[src/rtl/register_rename_map.sv]
// Speculative + committed logical-to-physical register rename map with restart rollback.
// Optional single-snapshot checkpoint support is enabled by defining RENAME_MAP_CHECKPOINT_EN.
module register_rename_map #(
  parameter int LREG_W   = 5,
  parameter int PREG_W   = 6,
  parameter int REGIST_N = 2,
  parameter int COMMIT_N = 4,
  parameter int READ_N   = 4
) (
  input  logic                         iCLOCK,
  input  logic                         inRESET,
  input  logic                         iRESTART_VALID,
  input  logic                         iLOCK,
`ifdef RENAME_MAP_CHECKPOINT_EN
  input  logic                         iCHECKPOINT_SAVE,
  input  logic                         iCHECKPOINT_RESTORE,
`endif
  input  logic [REGIST_N-1:0]          iREGIST_VALID,
  input  logic [REGIST_N*LREG_W-1:0]   iREGIST_LREG,
  input  logic [REGIST_N*PREG_W-1:0]   iREGIST_PREG,
  output logic [REGIST_N-1:0]          oREGIST_OLD_VALID,
  output logic [REGIST_N*PREG_W-1:0]   oREGIST_OLD_PREG,
  input  logic [COMMIT_N-1:0]          iCOMMIT_VALID,
  input  logic [COMMIT_N*LREG_W-1:0]   iCOMMIT_LREG,
  input  logic [COMMIT_N*PREG_W-1:0]   iCOMMIT_PREG,
  input  logic [READ_N*LREG_W-1:0]     iREAD_LREG,
  output logic [READ_N*PREG_W-1:0]     oREAD_PREG,
  output logic                         oREADY
);

  localparam int LREG_N = 2 ** LREG_W;

  typedef enum logic {INIT, RUN} state_t;

  state_t                     state;
  logic [PREG_W-1:0]          spec_map    [LREG_N];
  logic [PREG_W-1:0]          commit_map  [LREG_N];
  logic [PREG_W-1:0]          spec_next   [LREG_N];
  logic [PREG_W-1:0]          commit_next [LREG_N];
  logic [PREG_W-1:0]          ren_map     [LREG_N];
  logic [REGIST_N*PREG_W-1:0] old_preg_p0;
  logic [REGIST_N-1:0]        old_vld_p0;
  logic [REGIST_N*PREG_W-1:0] old_preg_p1;
  logic [REGIST_N-1:0]        old_vld_p1;
  logic                       restore;
  logic                       ren_en;

`ifdef RENAME_MAP_CHECKPOINT_EN
  logic [PREG_W-1:0]          snap_map    [LREG_N];
  assign restore = iCHECKPOINT_RESTORE;
`else
  assign restore = 1'b0;
`endif

  assign ren_en = (state == RUN) && !iLOCK && !iRESTART_VALID && !restore;

  // Stage p0: merge commits and renames, resolve displaced names
  always_comb begin
    commit_next = commit_map;
    for (int c = 0; c < COMMIT_N; c++) begin
      if (iCOMMIT_VALID[c])
        commit_next[iCOMMIT_LREG[c*LREG_W +: LREG_W]] = iCOMMIT_PREG[c*PREG_W +: PREG_W];
    end

    ren_map = spec_map;
    for (int k = 0; k < REGIST_N; k++) begin
      if (iREGIST_VALID[k])
        ren_map[iREGIST_LREG[k*LREG_W +: LREG_W]] = iREGIST_PREG[k*PREG_W +: PREG_W];
    end

    // Older in-group writers to the same lreg override the table; the last (youngest older) one wins.
    old_preg_p0 = '0;
    old_vld_p0  = '0;
    for (int k = 0; k < REGIST_N; k++) begin
      old_preg_p0[k*PREG_W +: PREG_W] = spec_map[iREGIST_LREG[k*LREG_W +: LREG_W]];
      for (int j = 0; j < REGIST_N; j++) begin
        if (j < k && iREGIST_VALID[j] &&
            iREGIST_LREG[j*LREG_W +: LREG_W] == iREGIST_LREG[k*LREG_W +: LREG_W])
          old_preg_p0[k*PREG_W +: PREG_W] = iREGIST_PREG[j*PREG_W +: PREG_W];
      end
      old_vld_p0[k] = ren_en && iREGIST_VALID[k];
    end

    if (iRESTART_VALID)
      spec_next = commit_next;
`ifdef RENAME_MAP_CHECKPOINT_EN
    else if (restore)
      spec_next = snap_map;
`endif
    else if (ren_en)
      spec_next = ren_map;
    else
      spec_next = spec_map;
  end

  // Stage p1: registered map state and old-name results
  always_ff @(posedge iCLOCK or negedge inRESET) begin
    if (!inRESET) begin
      state       <= INIT;
      old_vld_p1  <= '0;
      old_preg_p1 <= '0;
      for (int i = 0; i < LREG_N; i++) begin
        spec_map[i]   <= '0;
        commit_map[i] <= '0;
      end
    end else begin
      case (state)
        INIT: begin
          state      <= RUN;
          old_vld_p1 <= '0;
          for (int i = 0; i < LREG_N; i++) begin
            spec_map[i]   <= PREG_W'(i);
            commit_map[i] <= PREG_W'(i);
          end
        end
        default: begin
          state       <= RUN;
          spec_map    <= spec_next;
          commit_map  <= commit_next;
          old_vld_p1  <= old_vld_p0;
          old_preg_p1 <= old_preg_p0;
        end
      endcase
    end
  end

`ifdef RENAME_MAP_CHECKPOINT_EN
  // A save in the same cycle as a restore is discarded so the snapshot survives.
  always_ff @(posedge iCLOCK or negedge inRESET) begin
    if (!inRESET) begin
      for (int i = 0; i < LREG_N; i++)
        snap_map[i] <= '0;
    end else if (state == RUN && iCHECKPOINT_SAVE && !iCHECKPOINT_RESTORE) begin
      snap_map <= spec_next;
    end
  end
`endif

  always_comb begin
    for (int r = 0; r < READ_N; r++)
      oREAD_PREG[r*PREG_W +: PREG_W] = spec_map[iREAD_LREG[r*LREG_W +: LREG_W]];
  end

  assign oREGIST_OLD_VALID = old_vld_p1;
  assign oREGIST_OLD_PREG  = old_preg_p1;
  assign oREADY            = (state == RUN);

endmodule

[config.mk]
export PLATFORM = sky130hd
export DESIGN_NAME = register_rename_map
export DESIGN_NICKNAME = d
export VERILOG_FILES = /design/src/rtl/register_rename_map.sv
export SDC_FILE = /design/constraint.sdc
export NUM_CORES = 2
export LEC_CHECK = 0
export CORE_ASPECT_RATIO = 1.25
export CORE_MARGIN = 2
export CORE_UTILIZATION = 35
export CTS_BUF_LIST = sky130_fd_sc_hd__clkbuf_4 sky130_fd_sc_hd__clkbuf_8
export DETAILED_ROUTE_END_ITERATION = 12
export PLACE_DENSITY_LB_ADDON = 0.15
export SYNTH_ARGS = -nofsm -noshare
export SYNTH_HDL_FRONTEND = slang
export SYNTH_SLANG_ARGS = --single-unit
[constraint.sdc]
create_clock -name iCLOCK -period 4.8 [get_ports iCLOCK]
set_input_delay 0.72 -clock iCLOCK [delete_from_list [all_inputs] [get_ports iCLOCK]]
set_output_delay 0.72 -clock iCLOCK [all_outputs]
set_load 0.005 [all_outputs]
# Word-level counts from Yosys, hierarchy flattened

Index checks and enable logic that the tools add are counted.

Bits of input ports: 96
Output and inout port bits: 39
Word-level logic and storage cells: 156
Register bits after elaboration: 399

Magnitude comparators: 16
Reduce and logical (&&, ||, !) cells: 13
Equal/unequal tests: 2
Bitwise operators: 10
Multiplexer cells: 48

Operator list:

| kind               | number |
|---|---|
| $mux 192           | 10 |
| $bwmux 192         | 6 |
| $bmux 6 s5         | 6 |
| $demux 6 s5        | 6 |
| $mux 6             | 19 |
| $ge 6x6->1 const B | 10 |
| $not 5->6          | 10 |
| $lt 6x1->1 const B | 6 |
| $logic_and 1x1->1  | 11 |
| $eq 5x5->1         | 1 |
| $ne 3x2->1 const B | 1 |
| $logic_not 1->1    | 2 |
| $mux 2             | 1 |

# Logic depth before layout (Yosys ltp)

Depth after elaboration: 15
Mapped depth: 9
Depth with buffers taken out: 5

# Worst setup path before layout

OpenSTA, ideal clock, no wires.

Path kind: input to output
From: input port iREAD_LREG[5]
To: output port oREAD_PREG[11]
Required time: 4,080 ps
Arrival time: 2,265 ps
Stages: 5
Buffers on the path: 2
Setup slack: 1,815 ps
Path through: buf_2 -> buf_2 -> mux4_2 -> mux4_2 -> o21a_1

Cells in the longest elaborated chain, start to end: 4

RTL lines:

| what                                      | RTL line | source |
|---|---|---|
| start, declared                           | 26       | `input logic [READ_N*LREG_W-1:0] iREAD_LREG,` |
| $not 5->6 (implied by the code)           | 141      | `oREAD_PREG[r*PREG_W +: PREG_W] = spec_map[iREAD_LREG[r*LREG_W +: LREG_W]];` |
| $bmux 6 s5                                | 141      |  |
| $mux 6 (implied by the code) (2 in a row) | 141      |  |
| end, declared                             | 27       | `output logic [READ_N*PREG_W-1:0] oREAD_PREG,` |

Every way passes these cells. The select of a mux whose other input is x is not followed.

# Worst setup path in the final report

From: register spec_map[178] (netlist bit)
To: output port oREAD_PREG[22]

Cells in the longest elaborated chain, start to end: 3

RTL lines:

| what                                      | RTL line | source |
|---|---|---|
| start, declared                           | 36       | `logic [PREG_W-1:0] spec_map [LREG_N];` |
| start signal, assigned by index           | 112      | `spec_map[i] <= PREG_W'(i);` |
| start signal, assigned                    | 118      | `spec_map <= spec_next;` |
| $bmux 6 s5                                | 141      |  |
| $mux 6 (implied by the code) (2 in a row) | 141      |  |

Every way passes these cells. The select of a mux whose other input is x is not followed.

==> results.ini <==
[outcome]
outcome=finished with violations
violations=capacitance limit, slew limit

[final_layout]
instances_no_fill=5880
syn_to_final_growth_pct=14.66
fin_area_um2=43730
nNetsFinal=4468
fillers=11002
drive_above_1_share_pct=19.64

[clock_network]
tritoncts.num_buffers=79
clkSinkCount=399
clk_latency_ns=0.82
clk_pin_slew_ns=0.07
cts_resized=0
cts_tree=built
cts_buffer_depth=3
htree_levels=3
cts_root_buffer=clkbuf_8

[placement]
portBuffers=134
dp_slack_ns=0.8089
routabilityCongestion=1.153
hpwl_mm=194.4
place_area_um2=41940
dp_cells=5726

[yosys]
yosysMostFrequentCell=dfrtp_1
syn-cell-area_um2=38140
seq_area_frac_synth_pct=26.18
synth_area_leaders=dfrtp_1 (26%), mux4_2 (14%), mux2i_1 (5.2%), nand2_1 (3.7%), nor2_1 (3.5%)
ys_warn_count=0
ys_async_sr_fraction_pct=100.0
yosys.area.top_type_share_pct=26.18
synth_largest_area_cell=dfrtp_1
synth_nets=4410
synthTopCellsByCount=dfrtp_1 (399), nand2_1 (372), nor2_1 (358)
ys_types=101
ys_ff_latch=399
syn_avg_cell_area_um2=8.841
synth_edf_count=0
ys.flop_type=dfrtp_1
syn_inst=4314

[route]
routed-via-count=45235
drt-pass1-iter-count=8
ant_nets=0
first_iter_violations=7933
post_drt_wl_per_cell_um=45.15
drc_errors=0
viasPerCell=7.693
finalWirelength_mm=265.5

[worst_setup_path]
cp.arrival_ns=3.23
path_cells=mux4_2 -> mux4_2 -> o21a_1 -> clkdlybuf4s50_1
path_delay_family=multiplexers
reg2reg_depth=4
slowest_stage=dfrtp_1
setup.worst_path.class=flop to output pin
cp_max_fo=8
setup.worst_path.start=spec_map[178]
cp_slowest_stage_delay_ns=0.61
cp_num_buf_inv=1
cp.required_ns=4.08
reg2reg_setup_slack_ns=2.00
critPathCaptureType=output pin
critPathLaunchType=flop
cp.depth=4
r2r-start=oREADY
crit_top_cell=mux4_2

[sta]
fin_ws_ns=0.8540
final_hold_viol_count=0
fin_setup_tns_ns=0
rsz0062_at_grt=no
max_freq_mhz=253.4
period_share_pct=82.21
setup_viol=0
finClkSkew_ns=0.04559
slew_headroom_pct=-6.270
max_slew.worst_pin.slew_ns=1.594
drv_slew=3
fin_crit_ns=3.946

[power_and_ir_drop]
power_frac_clock_pct=37.4
p_int_mw=6.658
switching_share_pct=38.57
p_total_mw=10.84
leakage_nw=16.29
power_density_nw_per_um2=247.9
combPwrFrac_pct=27.3
power_frac_seq_pct=35.4
power_switching_mw=4.181
peakVddDrop_mv=0.2119

[min_path]
hold_depth=3
min_from=iCOMMIT_PREG[19]
hold_path_class=input port to flop

[global_routing]
grt_pass1_vias=42328
gr-total-overflow=0
grtUsageTotal_pct=46.17
grt_pass1_wl_mm=359.2
grt_max_degree=93
antenna_found_initial=24

[flow_run]
cap_violations=2

[floorplan]
pin_count=135
dieHeight_um=373.1
die_area_um2=111700
start_util_pct=35.23
num_rows=135
coreArea_um2=108300
die_w_um=299.3

## layer usage
layer | GRT usage (%) | vias up | part of all wire, %
li1 | - | 17357 | -
met5 | 0.04409 | - | 0.025
met2 | 66.81 | 4364 | 41
met1 | 54.73 | 22191 | 34
met3 | 14.86 | 1311 | 13
met4 | 40.34 | 12 | 11
## worst min-delay path: cells and delay by family
kind,cells,cell delay [ns]
simple gates,1,0.13
buf+inv,1,0.30
compound gates,1,0.07
## cells by family (layout without fill, tap and decap cells)
family	Yosys count	after routing	share of synthesized area, %
muxes	465	465	20.28
and+or+nand+nor	1464	1464	19.78
other	1	9	0.009832
DFF	399	399	26.18
xor gates and xnor gates	5	5	0.1148
buffers and inverters	528	648	5.885
AOI/OAI and AO/OA	1452	1452	27.75
## registers in the layout, indices dropped and copies added, names as in the netlist
signal / flops
commit_map: 192
oREADY: 1
oREGIST_OLD_PREG: 12
oREGIST_OLD_VALID: 2
spec_map: 192
## layout make-up
class,instances,area [um2],share of cell area [%]
Timing Repair Buffer,485,4136,9.459
Tap cell,1438,1799,4.114
Sequential cell,399,9988,22.84
Antenna cell,8,20.02,0.04578
Multi-Input combinational cell,3387,25980,59.41
Clock inverter,30,261.5,0.5980
Clock buffer,113,1468,3.356
Inverter,20,77.57,0.1774
## what timing repair did
action	4_1_cts	5_1_grt
buffers inserted	0	0
hold buffers	1	0
endpoints found under the hold margin	57	0
## stage by stage
stage	utilization, %	hold WS, ns
after floorplan	-	0.4244
after global placement	38.74	0.4821
after detailed placement	38.74	0.4977
after CTS	40.35	0.4364
after global routing	40.37	0.4898
final	40.39	0.4950
## power groups by stage
stage | clock network, mW | logic (mW) | registers, mW
2_1_floorplan | 0 | 1.46 | 3.67
3_5_place_dp | 0 | 2.77 | 3.85
4_1_cts | 4.05 | 2.78 | 3.80
3_3_place_gp | 0 | 2.77 | 3.85
5_1_grt | 4.17 | 2.97 | 3.82
6_report | 4.05 | 2.96 | 3.83
## path summary, 6_finish.rpt
kind	end
hold / removal	commit_map[133]
setup / recovery	oREAD_PREG[22]
max in group asynchronous	commit_map[169]
min in group asynchronous	commit_map[71]
hold reg to reg	oREGIST_OLD_PREG[11]
setup reg to reg	oREGIST_OLD_PREG[3]
## placed cells by master, fill, tap and decap left out, types with 55 or more instances in the layout
cell and instances:
dfrtp_1 398, clkdlybuf4s50_1 114, a221oi_1 76, a21oi_1 169, buf_4 337, clkbuf_8 99
and3_1 142, o31ai_1 55, nor2_1 353, a22oi_1 117, o211ai_1 58, nor3_1 121
nand3_1 143, o21ai_0 195, mux4_2 244, mux2i_1 197, nand2_1 371, a211oi_1 105
o22ai_1 185
(Power assumes the default switching activity.)
